===== src/rtl/fmul_issue_arbiter.sv =====
// fmul_issue_arbiter
//   Round-robin issue arbiter in front of one shared pipelined fp32
//   multiplier. Requests are granted one per cycle. A {valid, id} tag
//   travels alongside the multiplier pipeline, so each result returns to
//   the requester that issued it. The whole pipe stalls through fmul_en
//   while the result at the tail is waiting to be accepted.
//
//   Optional build macro FMUL_ARB_PERF_EN adds the saturating performance
//   counters perf_issue, perf_stall and perf_busy.
//
//   Handshake: a request transfers on a cycle where req_valid[i] and
//   req_ready[i] are both 1. A result transfers on a cycle where
//   rsp_valid[i] and rsp_ready[i] are both 1. After rsp_valid rises, it
//   and rsp_data hold until that transfer. A requester may drop req_valid
//   before it is granted.
module fmul_issue_arbiter #(
  parameter int NREQ    = 2,
  parameter int LATENCY = 3,
  parameter int IDW     = 1
) (
  input  logic                 clk,
  input  logic                 rst,
  input  logic [NREQ-1:0]      req_valid,
  output logic [NREQ-1:0]      req_ready,
  input  logic [32*NREQ-1:0]   req_a,
  input  logic [32*NREQ-1:0]   req_b,
  input  logic [2*NREQ-1:0]    req_rm,
  output logic [31:0]          fmul_a,
  output logic [31:0]          fmul_b,
  output logic [1:0]           fmul_rm,
  output logic                 fmul_en,
  input  logic [31:0]          fmul_s,
  output logic [NREQ-1:0]      rsp_valid,
  input  logic [NREQ-1:0]      rsp_ready,
  output logic [31:0]          rsp_data
`ifdef FMUL_ARB_PERF_EN
  ,
  output logic [31:0]          perf_issue,
  output logic [31:0]          perf_stall,
  output logic [31:0]          perf_busy
`endif
);

  // Adds off to base and wraps the sum into [0, NREQ-1]. off is at most NREQ.
  function automatic logic [IDW-1:0] wrap_add(input logic [IDW-1:0] base, input int off);
    int sum;
    sum = int'(base) + off;
    if (sum >= NREQ) sum = sum - NREQ;
    return IDW'(sum);
  endfunction

  logic [IDW-1:0]     ptr;
  logic               grant_valid;
  logic [IDW-1:0]     grant_id;
  logic [IDW-1:0]     cand;
  logic [IDW-1:0]     sel_id;

  logic [LATENCY-1:0] tag_v;
  logic [IDW-1:0]     tag_id [LATENCY];
  logic               tail_v;
  logic [IDW-1:0]     tail_id;

  assign tail_v  = tag_v[LATENCY-1];
  assign tail_id = tag_id[LATENCY-1];

  // A valid result at the tail that nobody accepts freezes every stage.
  assign fmul_en = ~(tail_v & ~rsp_ready[tail_id]);

  // Round-robin search that starts at ptr. Nothing is granted while the pipe
  // is stalled or reset is held.
  always_comb begin
    grant_valid = 1'b0;
    grant_id    = ptr;
    cand        = ptr;
    if (fmul_en && !rst) begin
      for (int k = 0; k < NREQ; k++) begin
        cand = wrap_add(ptr, k);
        if (!grant_valid && req_valid[cand]) begin
          grant_valid = 1'b1;
          grant_id    = cand;
        end
      end
    end
  end

  // Drive a one-hot ready for the granted requester, or all zeros.
  always_comb begin
    req_ready = '0;
    for (int i = 0; i < NREQ; i++) begin
      if (grant_valid && (grant_id == IDW'(i))) req_ready[i] = 1'b1;
    end
  end

  // The operand mux follows the grant. With no grant it parks on ptr, so the
  // multiplier inputs stay defined and stable.
  assign sel_id = grant_valid ? grant_id : ptr;

  // Select the operands and rounding mode of requester sel_id.
  always_comb begin
    fmul_a  = req_a[31:0];
    fmul_b  = req_b[31:0];
    fmul_rm = req_rm[1:0];
    for (int i = 0; i < NREQ; i++) begin
      if (sel_id == IDW'(i)) begin
        fmul_a  = req_a[32*i +: 32];
        fmul_b  = req_b[32*i +: 32];
        fmul_rm = req_rm[2*i +: 2];
      end
    end
  end

  // After a grant, move the priority pointer to the slot after the winner.
  always_ff @(posedge clk or posedge rst) begin
    if (rst) begin
      ptr <= '0;
    end else if (grant_valid) begin
      ptr <= wrap_add(grant_id, 1);
    end
  end

  // Tag pipe. It advances in lockstep with the multiplier stages.
  always_ff @(posedge clk or posedge rst) begin
    if (rst) begin
      tag_v <= '0;
      for (int k = 0; k < LATENCY; k++) tag_id[k] <= '0;
    end else if (fmul_en) begin
      tag_v[0]  <= grant_valid;
      tag_id[0] <= grant_id;
      for (int k = 1; k < LATENCY; k++) begin
        tag_v[k]  <= tag_v[k-1];
        tag_id[k] <= tag_id[k-1];
      end
    end
  end

  // Route the tail result to the requester that issued it.
  always_comb begin
    rsp_valid = '0;
    for (int i = 0; i < NREQ; i++) begin
      if (tail_v && (tail_id == IDW'(i))) rsp_valid[i] = 1'b1;
    end
  end

  assign rsp_data = fmul_s;

`ifdef FMUL_ARB_PERF_EN
  // Saturating counters for issues, stalled cycles and occupied cycles.
  always_ff @(posedge clk or posedge rst) begin
    if (rst) begin
      perf_issue <= '0;
      perf_stall <= '0;
      perf_busy  <= '0;
    end else begin
      if (grant_valid && (perf_issue != 32'hFFFF_FFFF)) perf_issue <= perf_issue + 32'd1;
      if (!fmul_en && (perf_stall != 32'hFFFF_FFFF))    perf_stall <= perf_stall + 32'd1;
      if ((|tag_v) && (perf_busy != 32'hFFFF_FFFF))     perf_busy  <= perf_busy + 32'd1;
    end
  end
`endif

endmodule


===== config.mk =====
export PLATFORM = sky130hd
export DESIGN_NAME = fmul_issue_arbiter
export DESIGN_NICKNAME = d
export VERILOG_FILES = /design/src/rtl/fmul_issue_arbiter.sv
export SDC_FILE = /design/constraint.sdc
export NUM_CORES = 1
export LEC_CHECK = 0
export BUFFER_PORTS_ARGS = -buffer_cell sky130_fd_sc_hd__buf_2
export CAP_MARGIN = 10
export CORE_AREA = 8 8 101 103
export DETAILED_ROUTE_END_ITERATION = 12
export DIE_AREA = 0 0 109 111
export PLACE_DENSITY = 0.65
export SYNTH_ARGS = -nofsm -noshare
export SYNTH_HDL_FRONTEND = slang
export SYNTH_SLANG_ARGS = --single-unit
export TNS_END_PERCENT = 20

===== constraint.sdc =====
create_clock -name clk -period 2.5 [get_ports clk]
set_clock_uncertainty 0.05 [all_clocks]
set_input_delay 0.375 -clock clk [delete_from_list [all_inputs] [get_ports clk]]
set_output_delay 0.375 -clock clk [all_outputs]
set_load 0.1 [all_outputs]

# [Word level (Yosys, flattened, before mapping)]
# Cells that the tools add are included.
[word_totals] register_bits=7 latch_bits=0 ramBits=0 rom_bits=0 in_bits=170 out_inout_bits=103 wordCells=55 memories=0
[classes] n_addsub=5 mul=0 div=0 n_lt_le_gt_ge=6 n_eq_ne=0 n_shift=0 muxes=26 n_bitwise=5 reduce_logical=8
[ops] cell="two-way mux 32 bit" count=2
[ops] cell="two-way mux 1 bit" count=23
[ops] cell="logical AND 1 bit" count=6
[ops] cell="< comparator 1 x 2 -> 1 bit, second input constant" count=3
[ops] cell="adder 1 x 1 -> 2 bit, second input constant" count=2
[ops] cell="greater-or-equal comparator 2 bit, second input constant" count=2
[ops] cell="inverter 1 bit" count=4
[ops] cell="subtractor 1 bit, second input constant" count=3
[ops] cell="greater-or-equal comparator 1 x 2 -> 1 bit, second input constant" count=1
[ops] cell="zero test 1 bit" count=2
[ops] cell="two-way mux 2 bit" count=1
[ops] cell="AND 1 bit" count=1

# [Logic depth before layout (Yosys ltp)]
# Gate-level depths: netlist of run 1.
[logic_depth] word_depth=18 mapped_depth=6

# [Least setup slack after synthesis of run 1]
# Ideal clock, no wire load.
[synth_path] path_type="register to output" from="reg tag_id (netlist bit tail_id)" to="out req_ready[1]" arrival_time_ns=3.814 required_time_ns=2.075 slack_ns=-1.739 stages_incl_launch_ff=5 n_path_buf=0 cell_sequence="dfrtp_1 mux2i_1 nand2_1 and3_1 a21boi_0"
[synth_via] elab_chain_len=9 elab_cells_between_ends=10 classes_between="mux (5); bitwise (3); reduce/logical (2)"
[synth_rtl] item="start, declared" line_no="59" source="logic [IDW-1:0] tag_id [LATENCY];"
[synth_rtl] item="start signal, assigned by index" line_no="131" source="tag_id[k] <= tag_id[k-1];"
[synth_rtl] item="two-way mux 1 bit (implied by the code) (*) (2 in a row)" line_no="67" source="assign fmul_en = ~(tail_v & ~rsp_ready[tail_id]);"
[synth_rtl] item="inverter 1 bit (*)" line_no="67"
[synth_rtl] item="AND 1 bit (*)" line_no="67"
[synth_rtl] item="inverter 1 bit (*)" line_no="67"
[synth_rtl] item="via fmul_en" line_no="31" source="output logic fmul_en,"
[synth_rtl] item="logical AND 1 bit (*)" line_no="75" source="if (fmul_en && !rst) begin"
[synth_rtl] item="two-way mux 1 bit" line_no="75"
[synth_rtl] item="logical AND 1 bit (*)" line_no="90" source="if (grant_valid && (grant_id == IDW'(i))) req_ready[i] = 1'b1;"
[synth_rtl] item="two-way mux 1 bit (*)" line_no="90"
[synth_rtl] item="end, declared" line_no="24" source="output logic [NREQ-1:0] req_ready,"
# Mark *: on every way through the listed nets, which the timed path passes. The rest lies on a longest branch. The select of a mux whose other input is x is not followed.

# [Final worst setup path of run 1]
[layout_path] from="reg tag_id (netlist bit tail_id)" to="out fmul_a[16]"
[layout_via] elab_chain_len=9 elab_cells_between_ends=10 classes_between="mux (6); bitwise (3); reduce/logical (1)"
[layout_rtl] item="two-way mux 1 bit (implied by the code) (*) (2 in a row)" line_no="67"
[layout_rtl] item="inverter 1 bit (*)" line_no="67"
[layout_rtl] item="AND 1 bit (*)" line_no="67"
[layout_rtl] item="inverter 1 bit (*)" line_no="67"
[layout_rtl] item="logical AND 1 bit (*)" line_no="75"
[layout_rtl] item="two-way mux 1 bit" line_no="75"
[layout_rtl] item="two-way mux 1 bit (*)" line_no="96" source="assign sel_id = grant_valid ? grant_id : ptr;"
[layout_rtl] item="two-way mux 32 bit (*)" line_no="104" source="if (sel_id == IDW'(i)) begin"
[layout_rtl] item="end, declared" line_no="28" source="output logic [31:0] fmul_a,"
# Mark *: on every way between the ends. The rest lies on a longest branch, timed or not. The select of a mux whose other input is x is not followed.

==> impl_metrics.py, run 1 <==
metrics = {
    "outcome": {
        "status": "complete, but fails checks",
        "violations": "setup timing",
    },
    "synth": {
        "ys_ff_latch": 7,
        "syn-instance-count": 145,
        "syn-num-nets": 315,
        "synth_top_area_frac": 0.366,
        "netlist-cell-type-count": 24,
        "ys_seq_area_frac": 0.107,
        "yosys.area.top_type": "mux2_4",
        "synthFlopType": "dfrtp_1",
        "yosys-top-cells-area": "mux2_4 37%, mux2_2 16%, buf_4 16%",
        "netlist_top_cells_count": "40 x mux2_4, 34 x buf_4, 24 x mux2_2",
        "avgSynthCellArea_um2": 11.3,
        "synth-async-reset-ratio": 1.00,
        "synth-edff-count": 0,
        "synth_area_um2": 1640,
        "synth.most_common_cell": "mux2_4",
        "ys_warn_count": 0,
    },
    "worst_setup_path": {
        "crit_end": "fmul_a[16]",
        "r2r_cells": 4,
        "crit_start": "tail_id$_DFFE_PP0N_",
        "crit_path_max_incr_delay_ps": 500,
        "crit_buf_inv": 4,
        "crit_family": "simple AND/OR/NAND/NOR gates",
        "arrival_ps": 2250,
        "critical_path_depth": 8,
        "crit_type": "flip-flop to output pin",
        "slowest_stage": "or4b_4",
        "crit_path_end_kind": "output pin",
        "cp_max_fo": 7,
        "path_cells": "mux2i_2 > or4b_4 > nand4_4 > buf_12 > buf_12 > buf_12 > mux2_4 > buf_12",
        "rr_startpoint": "tail_id$_DFFE_PP0N_",
        "rr_endpoint": "ptr$_DFFE_PP0P_",
        "r2r_slack_ps": 1190,
        "start_kind": "flip-flop",
        "crit_top_cell": "buf_12",
        "cp.required_ps": 2080,
    },
    "placement": {
        "hpwl_um": 6940,
        "dpl_cell_area_um2": 3300,
        "gp_congestion": 0.821,
        "pre_cts_slack_ps": 1.29,
        "port-buffer-count": 208,
        "dp_cells": 430,
    },
    "sta": {
        "hold_violations": 0,
        "fmax_mhz": 374,
        "setup_violations": 66,
        "timing.final.max_slew_violations": 0,
        "worstMarginPinSlew_ps": 499,
        "setup_ws_ps": -175,
        "max-slew-margin-rel": 0.670,
        "grt_setup_unrepaired": "yes",
        "min_period_ps": 2670,
        "period_share": 1.07,
    },
    "power": {
        "vdd_drop_max_uv": 779,
        "power_w": 0.00645,
        "p_per_area_nw_per_um2": 1670,
        "p_leak_nw": 2.04,
    },
    "global_route": {
        "antenna_found_initial": 0,
        "grt_max_degree": 38,
        "grtUsageTotal": 0.116,
        "first_global_vias": 1992,
        "grt-ovfl-total": 0,
        "grt_first_pass_wirelength_um": 11200,
    },
    "floorplanning": {
        "die_x_um": 109,
        "die-area_um2": 12100,
        "row_count": 34,
        "core_region_area_um2": 8550,
        "io_pins": 273,
        "initial_core_util": 0.192,
        "die_y_um": 111,
    },
    "detailed_routing": {
        "firstDrtPassIters": 4,
        "drtIter0Drc": 57,
        "drc_errors": 0,
        "viasPerCell": 4.19,
        "wl_um": 8600,
        "wl_per_cell_um": 19.4,
        "antenna_left": 0,
        "vias": 1858,
    },
    "layout": {
        "diodes": 0,
        "area_growth_pct": 135,
        "fillers": 759,
        "layout.cells.non_filler": 443,
        "post-route-cell-area_um2": 3860,
        "postLayoutCoreUtil": 0.452,
        "drive_above_1_share": 0.904,
        "fin_nets": 506,
    },
    "flow_run": {
        "cap_violations": 0,
    },
    "hold_path": {
        "hp-class": "primary input to async pin",
    },
    "clock_network": {
        "htreeDepth": 1,
        "clkTransAtPathRegs_ps": 40,
        "cts.path.max_buffers": 2,
        "clockRootBuffer": "clkbuf_8",
        "numCtsBuffers": 3,
        "cts_tree": "done",
        "clk_latency_ps": 230,
        "cts_hold_buf": 0,
        "cts_sinks": 7,
    },
}
[worst min path at each step]
stage / start / to / slack, ps / depth (start not counted)
after global routing: rst / tag_v[0]$_DFFE_PP0N_ / 160 / 3
after detailed placement: rst / tag_v[1]$_DFFE_PP0N_ / 380 / 3
final: rst / tag_v[0]$_DFFE_PP0N_ / 140 / 3
after floorplan: rst / ptr$_DFFE_PP0P_ / 150 / 1
after global placement: rst / tag_v[1]$_DFFE_PP0N_ / 380 / 3
after CTS: rst / tag_v[0]$_DFFE_PP0N_ / 140 / 3
[per-stage QoR]
step	hold slack [ps]	setup TNS [ps]
2_1_floorplan	150	0
3_3_place_gp	380	0
3_5_place_dp	384	0
4_1_cts	143	-9460
5_1_grt	160	-12920
6_report	144	-8030
[power breakdown]
group	internal (W)	total [W]	switching, W	leakage [nW]
combinational	0.00242	0.00607	0.00366	1.94
sequential	0.000169	0.000213	0.0000446	0.0830
clock	0.000110	0.000158	0.0000475	0.0228
total	0.00270	0.00645	0.00375	2.04
[repair_timing]
action / CTS / global route
cloned: 0 / 7
gates resized for setup: 65 / 32
setup buffers: 0 / 2
endpoints found under the setup margin: 66 / 66
[tightest hold or removal path: cells and delay by family]
family	cells	cell delay (ps)
buf+inv	3	400
[final cells by class]
type,instances,area (um2),area share
clock buffers,4,45.0,0.0117
multi-input cells,96,1180,0.306
well taps,108,135,0.0350
flip-flops and latches,7,175,0.0454
inverters,3,11.3,0.00292
repair buffers,225,2310,0.599
[layer usage]
metal,GRT usage,part of all wire
met5,0,0
met4,0.0174,0.0052
met3,0.0616,0.13
met2,0.197,0.48
met1,0.126,0.38
[cells in the final DEF (no fill, tap or decap), drive strengths merged]
| cell type | instances |
|---|---|
| o21bai | 1 |
| o22ai | 1 |
| a21oi | 5 |
| mux2 | 69 |
| o21ai | 1 |
| nand2b | 2 |
| nand3 | 2 |
| and3 | 1 |
| inv | 3 |
| buf | 221 |
| nand4 | 1 |
| or4b | 1 |
| nor2 | 5 |
| nor3b | 1 |
| clkbuf | 8 |
| mux2i | 2 |
| dfrtp | 7 |
| a21boi | 1 |
| nor2b | 1 |
| nand2 | 1 |
| and2 | 1 |
[cells by family (layout without fill, tap and decap cells)]
logic type,count (synthesis),in the layout,share of synthesized area
buf+inv,42,232,0.220
compound gates,9,9,0.0313
mux,71,71,0.577
flops,7,7,0.107
simple gates,16,16,0.0648
[sequential cells by signal, summed over array words and instances, names as in the netlist]
name / count
tag_id: 2
tag_v: 3
tail_id: 1
ptr: 1
No activity file was read; power rests on OpenSTA's default activity.
==> inputs of run 2 (changes only) <==
BUFFER_PORTS_ARGS = -buffer_cell sky130_fd_sc_hd__buf_4   (was -buffer_cell sky130_fd_sc_hd__buf_2)
SETUP_SLACK_MARGIN = 0.15   (was not set)
==> impl_metrics.py, run 2 (same netlist as run 1, synthesis figures left out) <==
metrics = {
    "layout": {
        "fin_nets": 502,
        "area_growth_pct": 137,
        "layout.cells.non_filler": 439,
        "diodes": 0,
        "drive_above_1_share": 0.888,
        "fillers": 775,
        "post-route-cell-area_um2": 3890,
        "final_cell_mix": "147 x buf_4, 45 x mux2_4, 43 x buf_12",
        "largest-register": "tag_v",
        "largest_register_ffs": 3,
        "mostFrequentLayoutCell": "buf_4",
        "reg_top3": "tag_v x3, tag_id x2",
    },
    "detailed_routing": {
        "firstDrtPassIters": 4,
        "wl_per_cell_um": 20.3,
        "drc_errors": 0,
        "drtIter0Drc": 70,
        "viasPerCell": 4.17,
        "antenna_left": 0,
        "vias": 1829,
        "wl_um": 8920,
    },
    "clock_network": {
        "clkTransAtPathRegs_ps": 40,
        "clk_latency_ps": 220,
        "clockRootBuffer": "clkbuf_8",
        "cts_hold_buf": 0,
        "cts.path.max_buffers": 2,
        "cts_tree": "done",
        "htreeDepth": 1,
        "numCtsBuffers": 3,
        "cts_sinks": 7,
    },
    "floorplanning": {
        "die_x_um": 109,
        "core_region_area_um2": 8550,
        "die-area_um2": 12100,
        "die_y_um": 111,
        "io_pins": 273,
        "row_count": 34,
        "initial_core_util": 0.192,
    },
    "placement": {
        "dpl_cell_area_um2": 3080,
        "hpwl_um": 6740,
        "pre_cts_slack_ps": -19.8,
        "dp_cells": 428,
        "gp_congestion": 0.804,
        "port-buffer-count": 208,
    },
    "outcome": {
        "status": "complete, but fails checks",
        "violations": "setup timing",
    },
    "power": {
        "p_per_area_nw_per_um2": 1560,
        "vdd_drop_max_uv": 873,
        "p_leak_nw": 2.01,
        "power_w": 0.00609,
    },
    "sta": {
        "fmax_mhz": 379,
        "min_period_ps": 2640,
        "setup_ws_ps": -140,
        "max-slew-margin-rel": 0.764,
        "timing.hold.ws_ps": 109,
        "worstMarginPinSlew_ps": 354,
        "setup_violations": 66,
        "period_share": 1.06,
        "hold_violations": 0,
        "timing.final.max_slew_violations": 0,
        "grt_setup_unrepaired": "yes",
    },
    "global_route": {
        "grtUsageTotal": 0.131,
        "grt-ovfl-total": 0,
        "grt_first_pass_wirelength_um": 12400,
        "first_global_vias": 2027,
        "grt_max_degree": 17,
        "antenna_found_initial": 0,
    },
    "worst_setup_path": {
        "rr_startpoint": "tail_id$_DFFE_PP0N_",
        "arrival_ps": 2220,
        "crit_path_end_kind": "output pin",
        "r2r_slack_ps": 1110,
        "crit_start": "tail_id$_DFFE_PP0N_",
        "cp_max_fo": 7,
        "start_kind": "flip-flop",
        "cp.required_ps": 2080,
        "crit_type": "flip-flop to output pin",
    },
    "flow_run": {
        "cap_violations": 0,
    },
    "hold_path": {
        "hp-class": "primary input to async pin",
    },
}
## run 2: changes by cell type in the layout (fill, tap and decap cells not counted)
| cell | change |
|---|---|
| buf_12 | -29 |
| buf_16 | +3 |
| buf_2 | -142 |
| buf_4 | +142 |
| buf_6 | +25 |
| clkbuf_16 | -3 |
| mux2_1 | +5 |
| mux2_2 | +3 |
| mux2_4 | -8 |
## run 2: cell type report
type                       count  area, um2  area share
multi-input combinational     96       1150       0.296
timing repair buffer         221       2380       0.610
inverter                       3       11.3     0.00289
clock buffer                   4       45.0      0.0116
sequential                     7        175      0.0450
tap                          108        135      0.0347
## run 2: through the flow
stage                     utilization  TNS, ps
final                           0.456    -6120
after global routing            0.456   -10540
after CTS                       0.453    -7690
after detailed placement        0.361    -31.0
after global placement          0.361        0
after floorplan                     -        0
## run 2: what timing repair did
| item | 4_1_cts | 5_1_grt |
|---|---|---|
| buffers inserted | 3 | 0 |
| gates cloned | 3 | 1 |
| hold endpoints to repair | 0 | 0 |
| setup endpoints to repair | 66 | 66 |
| gates resized for setup | 156 | 0 |
## run 2: critical path, cell delays in order (launching register included)
cell,delay (ps)
dfrtp_1,390
mux2i_2,160
or4b_4,500
nand4_4,150
buf_6,150
clkbuf_16,160
mux2_4,310
buf_12,170
## run 2: path summary, 6_finish.rpt
| path | cells past startpoint | to |
|---|---|---|
| min reg2reg | 1 | tag_v[2]$_DFFE_PP0N_ |
| min | 2 | ptr$_DFFE_PP0P_ |
| min in group clk | 1 | tag_v[2]$_DFFE_PP0N_ |
| max | 7 | fmul_b[22] |
| max in group asynchronous | 2 | tag_v[0]$_DFFE_PP0N_ |
| max reg2reg | 5 | ptr$_DFFE_PP0P_ |
## run 2: routing by layer
layer	track usage	routed length, um	vias up
li1	-	-	862
met1	0.143	3350	824
met2	0.233	4480	141
met3	0.0587	1080	2
met4	0.0110	14	0
met5	0	0	-
## run 2: where the power goes
part / total [W] / switching (W) / internal (W)
combinational: 0.00572 / 0.00359 / 0.00213
sequential: 0.000221 / 0.0000518 / 0.000169
clock: 0.000157 / 0.0000472 / 0.000110
total: 0.00609 / 0.00369 / 0.00241
==> inputs of run 3 (changes only) <==
CTS_BUF_LIST = sky130_fd_sc_hd__clkbuf_16   (was not set)
SETUP_SLACK_MARGIN = not set   (was 0.15)
==> impl_metrics.py, run 3 (same netlist as run 1, synthesis figures left out) <==
metrics = {
    "outcome": {
        "status": "complete, but fails checks",
        "violations": "setup timing",
    },
    "layout": {
        "drive_above_1_share": 0.888,
        "diodes": 0,
        "mostFrequentLayoutCell": "buf_4",
        "final_cell_mix": "147 x buf_4, 45 x mux2_4, 43 x buf_12",
        "reg_top3": "tag_v x3, tag_id x2",
        "largest_register_ffs": 3,
        "postLayoutCoreUtil": 0.453,
        "largest-register": "tag_v",
        "fin_nets": 500,
        "area_growth_pct": 136,
    },
    "detailed_routing": {
        "drc_errors": 0,
        "wl_um": 8850,
        "vias": 1830,
        "antenna_left": 0,
        "drtIter0Drc": 70,
        "viasPerCell": 4.19,
        "firstDrtPassIters": 4,
        "wl_per_cell_um": 20.3,
    },
    "placement": {
        "hpwl_um": 6740,
        "pre_cts_slack_ps": -19.8,
        "port-buffer-count": 208,
        "gp_congestion": 0.804,
    },
    "worst_setup_path": {
        "cp.required_ps": 2080,
        "crit_path_max_incr_delay_ps": 500,
        "path_cells": "mux2i_2 > or4b_4 > nand4_4 > buf_12 > buf_16 > mux2_4 > buf_12",
        "crit_top_cell": "buf_12",
        "slowest_stage": "or4b_4",
        "crit_type": "flip-flop to output pin",
        "arrival_ps": 2210,
        "start_kind": "flip-flop",
        "cp_max_fo": 8,
        "crit_path_end_kind": "output pin",
    },
    "power": {
        "vdd_drop_max_uv": 873,
        "p_per_area_nw_per_um2": 1570,
        "p_leak_nw": 2.00,
    },
    "floorplanning": {
        "die_x_um": 109,
        "io_pins": 273,
        "core_region_area_um2": 8550,
        "initial_core_util": 0.192,
        "die-area_um2": 12100,
        "row_count": 34,
        "die_y_um": 111,
    },
    "sta": {
        "grt_setup_unrepaired": "yes",
        "setup_ws_ps": -134,
        "fmax_mhz": 380,
        "setup_tns_ps": -5940,
        "min_period_ps": 2630,
        "timing.final.max_slew_violations": 0,
        "max-slew-margin-rel": 0.760,
        "worstMarginPinSlew_ps": 359,
        "hold_violations": 0,
        "period_share": 1.05,
        "setup_violations": 66,
    },
    "clock_network": {
        "cts_tree": "done",
        "cts_hold_buf": 0,
        "clk_latency_ps": 230,
        "clkTransAtPathRegs_ps": 40,
        "cts_sinks": 7,
        "clockRootBuffer": "clkbuf_16",
        "numCtsBuffers": 3,
        "htreeDepth": 1,
        "cts.path.max_buffers": 2,
    },
    "hold_path": {
        "hp-class": "primary input to async pin",
    },
    "global_route": {
        "grt_max_degree": 17,
        "grtUsageTotal": 0.132,
        "grt_first_pass_wirelength_um": 12400,
        "antenna_found_initial": 0,
        "grt-ovfl-total": 0,
        "first_global_vias": 2035,
    },
    "flow_run": {
        "cap_violations": 0,
    },
}
[run 3: cell types whose count changed in the layout (fill, tap and decap cells not counted)]
cell       previous run  this run
inv_1                 3         4
clkbuf_8              3         0
clkbuf_16             1         3
buf_16                3         2
clkbuf_1              1         0
[run 3: final cells by class]
class | instances | area [um2]
inverter | 3 | 11.3
multi-input combinational | 96 | 1150
timing repair buffer | 219 | 2320
sequential | 7 | 175
fill | 776 | 4670
clock inverter | 1 | 3.75
tap | 108 | 135
clock buffer | 3 | 75.1
[run 3: final timing paths]
path	from	to	slack (ps)	cells after the start
min in group clk	tag_v[1]$_DFFE_PP0N_	tag_v[2]$_DFFE_PP0N_	420	1
setup / recovery	tail_id$_DFFE_PP0N_	fmul_b[10]	-130	7
setup reg to reg	tail_id$_DFFE_PP0N_	ptr$_DFFE_PP0P_	1110	5
max in group asynchronous	rst	tag_v[0]$_DFFE_PP0N_	2030	2
hold reg to reg	tag_v[1]$_DFFE_PP0N_	tag_v[2]$_DFFE_PP0N_	420	1
hold / removal	rst	ptr$_DFFE_PP0P_	110	2
[run 3: where the power goes]
part           switching (W)  internal (W)
Combinational        0.00357       0.00205
Sequential         0.0000526      0.000169
Clock              0.0000588      0.000208
[run 3: worst max-delay path, delay by kind of cell, from the launching register on]
family | cells | cell delay, ps
and+or+nand+nor | 2 | 650
buffers and inverters | 3 | 450
muxes | 2 | 480
DFF | 1 | 390
[run 3: per-stage QoR]
| stage | std cells | power [W] | cell area (um2) | hold slack (ps) |
|---|---|---|---|---|
| after floorplan | 145 | 0.00435 | 1670 | 150 |
| after global placement | 428 | 0.00485 | 3080 | 343 |
| after detailed placement | 428 | 0.00487 | 3080 | 338 |
| after CTS | 438 | 0.00617 | 3900 | 101 |
| after global routing | 437 | 0.00627 | 3880 | 139 |
| final | 437 | 0.00610 | 3880 | 107 |
[run 3: what timing repair did]
action	in CTS	in global routing
endpoints found under the hold margin	0	0
endpoints found under the setup margin	66	66
buffers inserted	3	0
cloned	3	0
resized for setup	156	0
[run 3: metal layers]
| layer | GRT usage | wire length [um] |
|---|---|---|
| met4 | 0.0110 | 14 |
| met3 | 0.0587 | 1110 |
| met5 | 0 | 0 |
| met2 | 0.234 | 4460 |
| met1 | 0.143 | 3270 |
